===== src/rtl/axi_lite_pkg.sv =====
// Shared AXI4-Lite types, response codes and FSM state encodings.
package axi_lite_pkg;

    localparam int unsigned ADDR_W = 32;
    localparam int unsigned DATA_W = 32;
    localparam int unsigned STRB_W = DATA_W / 8;

    typedef logic [ADDR_W-1:0] addr_t;
    typedef logic [DATA_W-1:0] data_t;
    typedef logic [STRB_W-1:0] strb_t;
    typedef logic [1:0]        resp_t;

    localparam resp_t RESP_OKAY   = 2'b00;
    localparam resp_t RESP_SLVERR = 2'b10;

    typedef enum logic [1:0] {
        W_IDLE,
        W_HAVE_A,
        W_HAVE_W,
        W_RESP
    } wr_state_e;

    typedef enum logic {
        R_IDLE,
        R_DATA
    } rd_state_e;

endpackage


===== src/rtl/axi_lite_slave_mem.sv =====
// Word memory with one byte-strobed write port and one registered read port.
module axi_lite_slave_mem #(
    parameter int unsigned DATA_WIDTH = 32,
    parameter int unsigned DEPTH      = 32,
    parameter int unsigned IDX_W      = 5
) (
    input  logic                    aclk,
    input  logic                    areset_n,
    input  logic                    we,
    input  logic [IDX_W-1:0]        widx,
    input  logic [DATA_WIDTH-1:0]   wdata,
    input  logic [DATA_WIDTH/8-1:0] wstrb,
    input  logic                    re,
    input  logic                    rzero,
    input  logic [IDX_W-1:0]        ridx,
    output logic [DATA_WIDTH-1:0]   rdata
);

    localparam int unsigned NB = DATA_WIDTH / 8;

    logic [DATA_WIDTH-1:0] mem [DEPTH];

    // Read samples pre-write contents when both ports hit the same word on one edge.
    always_ff @(posedge aclk or negedge areset_n) begin
        if (!areset_n) begin
            for (int i = 0; i < int'(DEPTH); i++) begin
                mem[i] <= '0;
            end
            rdata <= '0;
        end else begin
            if (we) begin
                for (int b = 0; b < int'(NB); b++) begin
                    if (wstrb[b]) begin
                        mem[widx][8*b +: 8] <= wdata[8*b +: 8];
                    end
                end
            end
            if (re) begin
                rdata <= rzero ? '0 : mem[ridx];
            end
        end
    end

endmodule


===== src/rtl/axi_lite_slave.sv =====
// AXI4-Lite slave serving a byte-strobed word memory; independent read and write FSMs.
module axi_lite_slave
    import axi_lite_pkg::*;
#(
    parameter int unsigned ADDR_WIDTH = 32,
    parameter int unsigned DATA_WIDTH = 32,
    parameter int unsigned DEPTH      = 32,
    parameter logic [ADDR_WIDTH-1:0] BASE_ADDR = '0
) (
    input  logic                    aclk,
    input  logic                    areset_n,
    input  logic [ADDR_WIDTH-1:0]   awaddr,
    input  logic                    awvalid,
    output logic                    awready,
    input  logic [DATA_WIDTH-1:0]   wdata,
    input  logic [DATA_WIDTH/8-1:0] wstrb,
    input  logic                    wvalid,
    output logic                    wready,
    output resp_t                   bresp,
    output logic                    bvalid,
    input  logic                    bready,
    input  logic [ADDR_WIDTH-1:0]   araddr,
    input  logic                    arvalid,
    output logic                    arready,
    output logic [DATA_WIDTH-1:0]   rdata,
    output resp_t                   rresp,
    output logic                    rvalid,
    input  logic                    rready
);

    localparam int unsigned STRB_WIDTH = DATA_WIDTH / 8;
    localparam int unsigned IDX_W      = (DEPTH > 1) ? $clog2(DEPTH) : 1;

    function automatic logic addr_ok(input logic [ADDR_WIDTH-1:0] a);
        logic [ADDR_WIDTH-1:0] off;
        off = a - BASE_ADDR;
        return (a >= BASE_ADDR) && ((off >> 2) < ADDR_WIDTH'(DEPTH));
    endfunction

    function automatic logic [IDX_W-1:0] addr_idx(input logic [ADDR_WIDTH-1:0] a);
        logic [ADDR_WIDTH-1:0] off;
        off = a - BASE_ADDR;
        return off[2 +: IDX_W];
    endfunction

    wr_state_e               wr_state;
    rd_state_e               rd_state;
    logic [ADDR_WIDTH-1:0]   aw_addr_q;
    logic [DATA_WIDTH-1:0]   w_data_q;
    logic [STRB_WIDTH-1:0]   w_strb_q;

    logic                    aw_hs_c;
    logic                    w_hs_c;
    logic                    ar_hs_c;
    logic                    commit_c;
    logic                    wr_ok_c;
    logic                    rd_ok_c;
    logic [ADDR_WIDTH-1:0]   wr_addr_c;
    logic [DATA_WIDTH-1:0]   wr_data_c;
    logic [STRB_WIDTH-1:0]   wr_strb_c;

    assign aw_hs_c = awvalid && awready;
    assign w_hs_c  = wvalid && wready;
    assign ar_hs_c = arvalid && arready;
    assign wr_ok_c = addr_ok(wr_addr_c);
    assign rd_ok_c = addr_ok(araddr);

    // Select the address/data pair that completes on this edge, live or held.
    always_comb begin
        commit_c  = 1'b0;
        wr_addr_c = awaddr;
        wr_data_c = wdata;
        wr_strb_c = wstrb;
        case (wr_state)
            W_IDLE:   commit_c = aw_hs_c && w_hs_c;
            W_HAVE_A: begin
                commit_c  = w_hs_c;
                wr_addr_c = aw_addr_q;
            end
            W_HAVE_W: begin
                commit_c  = aw_hs_c;
                wr_data_c = w_data_q;
                wr_strb_c = w_strb_q;
            end
            default:  commit_c = 1'b0;
        endcase
    end

    // Write channel FSM with registered readies and response.
    always_ff @(posedge aclk or negedge areset_n) begin
        if (!areset_n) begin
            wr_state  <= W_IDLE;
            awready   <= 1'b0;
            wready    <= 1'b0;
            bvalid    <= 1'b0;
            bresp     <= RESP_OKAY;
            aw_addr_q <= '0;
            w_data_q  <= '0;
            w_strb_q  <= '0;
        end else begin
            if (commit_c) begin
                wr_state <= W_RESP;
                awready  <= 1'b0;
                wready   <= 1'b0;
                bvalid   <= 1'b1;
                bresp    <= wr_ok_c ? RESP_OKAY : RESP_SLVERR;
            end else begin
                case (wr_state)
                    W_IDLE: begin
                        awready <= 1'b1;
                        wready  <= 1'b1;
                        if (aw_hs_c) begin
                            wr_state  <= W_HAVE_A;
                            aw_addr_q <= awaddr;
                            awready   <= 1'b0;
                        end else if (w_hs_c) begin
                            wr_state <= W_HAVE_W;
                            w_data_q <= wdata;
                            w_strb_q <= wstrb;
                            wready   <= 1'b0;
                        end
                    end
                    W_HAVE_A: begin
                        awready <= 1'b0;
                        wready  <= 1'b1;
                    end
                    W_HAVE_W: begin
                        awready <= 1'b1;
                        wready  <= 1'b0;
                    end
                    W_RESP: begin
                        if (bready) begin
                            wr_state <= W_IDLE;
                            bvalid   <= 1'b0;
                            awready  <= 1'b1;
                            wready   <= 1'b1;
                        end
                    end
                    default: wr_state <= W_IDLE;
                endcase
            end
        end
    end

    // Read channel FSM; read data itself is registered inside the memory.
    always_ff @(posedge aclk or negedge areset_n) begin
        if (!areset_n) begin
            rd_state <= R_IDLE;
            arready  <= 1'b0;
            rvalid   <= 1'b0;
            rresp    <= RESP_OKAY;
        end else begin
            case (rd_state)
                R_IDLE: begin
                    arready <= 1'b1;
                    if (ar_hs_c) begin
                        rd_state <= R_DATA;
                        arready  <= 1'b0;
                        rvalid   <= 1'b1;
                        rresp    <= rd_ok_c ? RESP_OKAY : RESP_SLVERR;
                    end
                end
                R_DATA: begin
                    if (rready) begin
                        rd_state <= R_IDLE;
                        rvalid   <= 1'b0;
                        arready  <= 1'b1;
                    end
                end
                default: rd_state <= R_IDLE;
            endcase
        end
    end

    axi_lite_slave_mem #(
        .DATA_WIDTH (DATA_WIDTH),
        .DEPTH      (DEPTH),
        .IDX_W      (IDX_W)
    ) u_mem (
        .aclk     (aclk),
        .areset_n (areset_n),
        .we       (commit_c && wr_ok_c),
        .widx     (addr_idx(wr_addr_c)),
        .wdata    (wr_data_c),
        .wstrb    (wr_strb_c),
        .re       (ar_hs_c),
        .rzero    (!rd_ok_c),
        .ridx     (addr_idx(araddr)),
        .rdata    (rdata)
    );

endmodule


===== config.mk =====
export PLATFORM = sky130hd
export DESIGN_NAME = axi_lite_slave
export DESIGN_NICKNAME = d
export VERILOG_FILES = /design/src/rtl/axi_lite_pkg.sv /design/src/rtl/axi_lite_slave_mem.sv /design/src/rtl/axi_lite_slave.sv
export SDC_FILE = /design/constraint.sdc
export NUM_CORES = 2
export LEC_CHECK = 0
export CAP_MARGIN = 20
export CORE_UTILIZATION = 66
export DETAILED_ROUTE_END_ITERATION = 8
export PLACE_DENSITY = 0.85
export SLEW_MARGIN = 10
export SYNTH_ARGS = -nofsm -noshare
export SYNTH_HDL_FRONTEND = slang
export SYNTH_HIERARCHICAL = 1
export SYNTH_SLANG_ARGS = --single-unit
export TNS_END_PERCENT = 20

===== constraint.sdc =====
create_clock -name aclk -period 7.3 [get_ports aclk]
set_input_delay 2.19 -clock aclk [delete_from_list [all_inputs] [get_ports aclk]]
set_output_delay 2.19 -clock aclk [all_outputs]
set_load 0.01 [all_outputs]

## Yosys cells after proc, flatten, opt, wreduce, memory -nomap -nowiden

Index checks and enable logic that the tools add are counted.

| storage, ports and cells | value |
|---|---|
| register bits | 1136 |
| bits of input ports | 107 |
| output and inout bits | 41 |
| logic and storage cells | 136 |

| operators by class | value |
|---|---|
| order comparisons | 7 |
| equality and inequality tests | 7 |
| mux-type cells | 54 |
| bitwise gates (word level) | 5 |
| reductions and logical operators | 18 |

Operator list:

| kind | count |
|---|---|
| $mux W1024 | 7 |
| $bwmux W1024 | 4 |
| $demux W32 S5 | 4 |
| $mux W32 | 6 |
| $bmux W32 S5 | 1 |
| $ge A32 B1 Y1 const B | 2 |
| $lt A30 B6 Y1 const B | 2 |
| $mux W24 | 1 |
| $mux W16 | 1 |
| $mux W1 | 15 |
| $ge A6 B6 Y1 const B | 2 |
| $mux W2 | 6 |
| $not A5 Y6 | 2 |
| $logic_and A1 B1 Y1 | 8 |
| $mux W8 | 1 |
| $pmux W1 S4 | 2 |
| $lt A6 B1 Y1 const B | 1 |
| $pmux W1 S2 | 3 |
| $reduce_and A2 Y1 | 3 |
| $reduce_and A3 Y1 | 2 |
| $eq A2 B2 Y1 const B | 2 |
| $mux W4 | 1 |
| $ne A2 B2 Y1 const B | 2 |
| $ne A4 B4 Y1 const B | 1 |
| other kinds (9) | 12 |

## Depth between registers and ports, before layout

| logic depth | value |
|---|---|
| depth after elaboration | 18 |
| mapped depth | 10 |
| mapped depth without buffers | 7 |

## By module

The synthesis kept the hierarchy.

By module, submodules not included:

| module | instances | cells an instance | area each (um2) | sequential area each (um2) |
|---|---|---|---|---|
| axi_lite_slave_mem | 1 | 3254 | 48246.3 | 26425.3 |
| axi_lite_slave | 1 | 256 | 3525.9 | 1901.8 |

## Worst setup path after synthesis

No wires, ideal clock.

| timing | value |
|---|---|
| kind | input to register |
| from | input awaddr[11] |
| to | register u_mem/mem[104] (netlist name) |
| library setup time | 125 ps |
| arrival | 4693 ps |
| required time | 7175 ps |
| path slack | 2482 ps |
| stages | 8 |
| buffers on the path | 1 |
| cell sequence | or4_1 -> or4_1 -> o41ai_2 -> and3_1 -> nand2_1 -> clkbuf_1 -> nor2_1 -> mux2_2 |

| between the ends | value |
|---|---|
| word-level cells in the longest chain between the ends | 4 |
| elaborated cells between the ends (all ways) | 5 |
| those cells by class | order compare (2); mux (1); reduce/logical (2) |

RTL lines:

| element | line | text |
|---|---|---|
| from (decl) | axi_lite_slave.sv:12 | `input logic [ADDR_WIDTH-1:0] awaddr,` |
| $mux W32 (*) | axi_lite_slave.sv:74 | `case (wr_state)` |
| $ge A32 B1 Y1 or $lt A30 B6 Y1 (tied branches) | axi_lite_slave.sv:37 | `return (a >= BASE_ADDR) && ((off >> 2) < ADDR_WIDTH'(DEPTH));` |
| $logic_and A1 B1 Y1 (*) | axi_lite_slave.sv:37 |  |
| $logic_and A1 B1 Y1 (*) | axi_lite_slave.sv:182 | `.we (commit_c && wr_ok_c),` |
| to (signal, indexed assignment) | axi_lite_slave_mem.sv:34 | `mem[widx][8*b +: 8] <= wdata[8*b +: 8];` |
| to (decl) | axi_lite_slave_mem.sv:21 | `logic [DATA_WIDTH-1:0] mem [DEPTH];` |

Mark *: on every way between the ends. The rest lies on a longest branch, timed or not.
A chain may end at the register's enable or synchronous reset.

## Worst setup path after layout

| timing | value |
|---|---|
| from | input awaddr[11] |
| to | register u_mem/mem[345] (netlist name) |

Same word-level chain as after synthesis.

==> key figures <==
Drt
  – Via Count: 31,200
  – Final wirelength: 129,000 um
  – Via density: 6.56
  – 1st-iter DRT viols: 2,681
  – DRT Pass-1 Iters: 7
  – # DRC: 0
  – Per-cell routed wire length: 27.1 um
  – Antenna viol nets, final: 0

Yosys
  – Syn avg cell area: 14.7 um^2
  – Part of the Yosys area used for sequential elements: 54.7%
  – Primary FF master, synth: dfrtp_1
  – Syn Inst Count: 3,510
  – Synth top area cells: dfrtp_1 55%, mux2_2 27%, mux4_2 5.6%
  – Post-synth top area cell: dfrtp_1
  – Area share of the largest cell type after synthesis: 54.7%
  – Syn. warnings: 6
  – Netlist cell types: 44
  – EDFF count, synth: 0
  – Cell area after synthesis: 51,800 um^2
  – Post-synthesis async set-or-reset flop share: 100%
  – Yosys reg bits: 1,132

Worst setup path
  – CP Launch Type: primary input
  – Setup CP Type: primary input to flop
  – RR Endpoint: u_mem/mem[762]
  – Worst path required time: 7.85 ns
  – Crit path capture: u_mem/mem[345]
  – R2r setup slk: 3.18 ns
  – R2r worst-path depth: 6
  – Arr. time, crit path: 6.25 ns
  – RR Startpoint: wr_state[0]
  – Critical Path Sink Type: flop
  – CP startpoint: awaddr[11]
  – Crit-path max FO: 16

Timing
  – TNS Setup: 0 ns
  – Slew Viols, Final: 0
  – Tcrit/Tclk final: 78.1%
  – Unrepaired setup endpoints after global routing: no
  – Count of final hold-check violations: 0
  – Fmax: 175 MHz
  – Clock skew: 0.0157 ns
  – Relative slew margins: 25.3%
  – Slew @ Worst Pin: 1.12 ns
  – Setup violations, final: 0
  – Min Tclk post-route: 5.70 ns

Clocking
  – H-Tree Depth: 3
  – CTS resizes: 0
  – Clock Tree Root: clkbuf_16
  – CTS tree: done
  – CTS max path bufs: 3
  – Cts hold-fix bufs: 0
  – Reg clk slew, reported paths: 0.06 ns
  – Postcts setup bufs: 0
  – CTS buffer count: 112
  – Clock network latency to the later pin of the worst-skew pair: 0.67 ns
  – # clock sinks: 1,132

Placement
  – Buffers on Ports: 141
  – DP Area: 54,200 um^2
  – Post-DP HPWL: 79,800 um
  – Placed cells: 4,538
  – GP Congestion: 0.827

Floorplanning
  – Floorplan core area: 77,600 um^2
  – Boundary Pins: 148
  – FP Rows: 102
  – Die area: 79,600 um^2
  – Die extent in x: 282 um
  – Die Ht: 282 um
  – Starting Density: 66.7%

Finish
  – Share of layout cells above drive strength 1: 46.4%
  – Area growth syn-to-layout: 12.2%
  – Finished Layout Cells: 4,751
  – Most common cell after layout, fill and taps aside: mux2_2
  – Final net count: 3,720
  – Most frequent cells in the layout: 1,246 x mux2_2, 1,132 x dfrtp_1, 203 x mux2i_1, 135 x clkdlybuf4s50_1, 128 x mux4_2
  – Final instance area: 58,100 um^2
  – Fillers: 4,567
  – Core Util, Final: 74.8%

Run status
  – Run status: complete, no violations

Flow run
  – Max-Cap Viols: 0

GRT
  – Overall Global Routing Usage: 33.3%
  – Vias in the first global route: 34,000
  – Gr ovfl total: 0
  – First-pass GRT wire length: 200,000 um
  – Largest net degree at the start of global routing: 183
  – Initial antenna violation count: 3

Hold path
  – Hold Path Class: flop to flop

Power
  – Peak VDD IR: 223 uV
  – Leakage: 28.3 nW
  – Pwr dens: 252 nW/um^2
-- final cells by class --
type	count	area, um^2	share of cell area [%]
repair buffers	234	2210	3.80
inverters	36	135	0.233
clock inverters	48	567	0.976
diodes	3	7.51	0.0129
clock buffers	161	3310	5.71
multi-input cells	2097	22200	38.3
well taps	1040	1300	2.24
flip-flops and latches	1132	28300	48.8
-- how the worst min path moves through the flow --
stage	start	slack, ns	endpoint	cells after the start
after global routing	bvalid	0.50	bvalid	1
after floorplan	u_mem/mem[740]	0.46	u_mem/mem[740]	1
final	bvalid	0.48	bvalid	1
after global placement	bvalid	0.47	bvalid	1
after CTS	bvalid	0.48	bvalid	1
after detailed placement	bvalid	0.47	bvalid	1
-- cells in the mapped netlist (all sizes together), types with 6 or more instances --
cell type and count:
a21oi 64, a221oi 61, a22o 32, and2 6, buf 76, clkbuf 170
dfrtp 1132, inv 36, mux2 1251, mux2i 203, mux4 128, nand2 89
nor2 100, nor2b 9, nor3 6, nor4 14, o221ai 29, o22ai 62
-- per-layer routing --
metal / track usage [%] / up-vias / wire, um
met5: 0 / - / 13
met4: 14.1 / 2 / 5140
met3: 7.11 / 299 / 9310
met2: 54.0 / 1097 / 63200
met1: 43.7 / 16600 / 51100
li1: - / 13200 / -
-- per-stage QoR --
| stage | hold WS (ns) | setup slack, ns | power [W] |
|---|---|---|---|
| after CTS | 0.484 | 1.69 | 0.0147 |
| final | 0.480 | 1.60 | 0.0146 |
| after detailed placement | 0.470 | 1.03 | 0.00869 |
| after global placement | 0.466 | 1.12 | 0.00855 |
| after floorplan | 0.459 | 2.48 | 0.00788 |
| after global routing | 0.499 | 1.45 | 0.0151 |
-- worst max-delay path: stages --
cell and delay (ns):
clkdlybuf4s50_1 0.41, or4_1 0.51, or4_1 0.42, o41ai_2 0.29, and3_1 0.49, nand2_1 0.64
nor2_1 0.84, mux2_2 0.42
-- registers in the layout, summed over array words and instances, names as in the netlist --
| name | cells |
|---|---|
| arready | 1 |
| aw_addr_q | 30 |
| awready | 1 |
| bresp | 1 |
| bvalid | 1 |
| rd_state | 1 |
| rresp | 1 |
| rvalid | 1 |
| u_mem/mem | 1024 |
| u_mem/rdata | 32 |
| w_data_q | 32 |
| w_strb_q | 4 |
| wr_state | 2 |
| wready | 1 |
-- kinds of logic after synthesis --
family	share of synthesized area (%)
buf+inv	2.45
mux	36.7
simple gates	2.34
flops	54.7
other cells	0.00724
compound gates	3.78
-- power by group --
group          leakage [nW]  internal, W  switching [W]  total [W]
clock network          1.92      0.00357        0.00241    0.00598
registers              15.7      0.00647       0.000114    0.00659
logic                  10.7     0.000549        0.00151    0.00206
total                  28.3       0.0106        0.00404     0.0146
(Power assumes the default switching activity.)
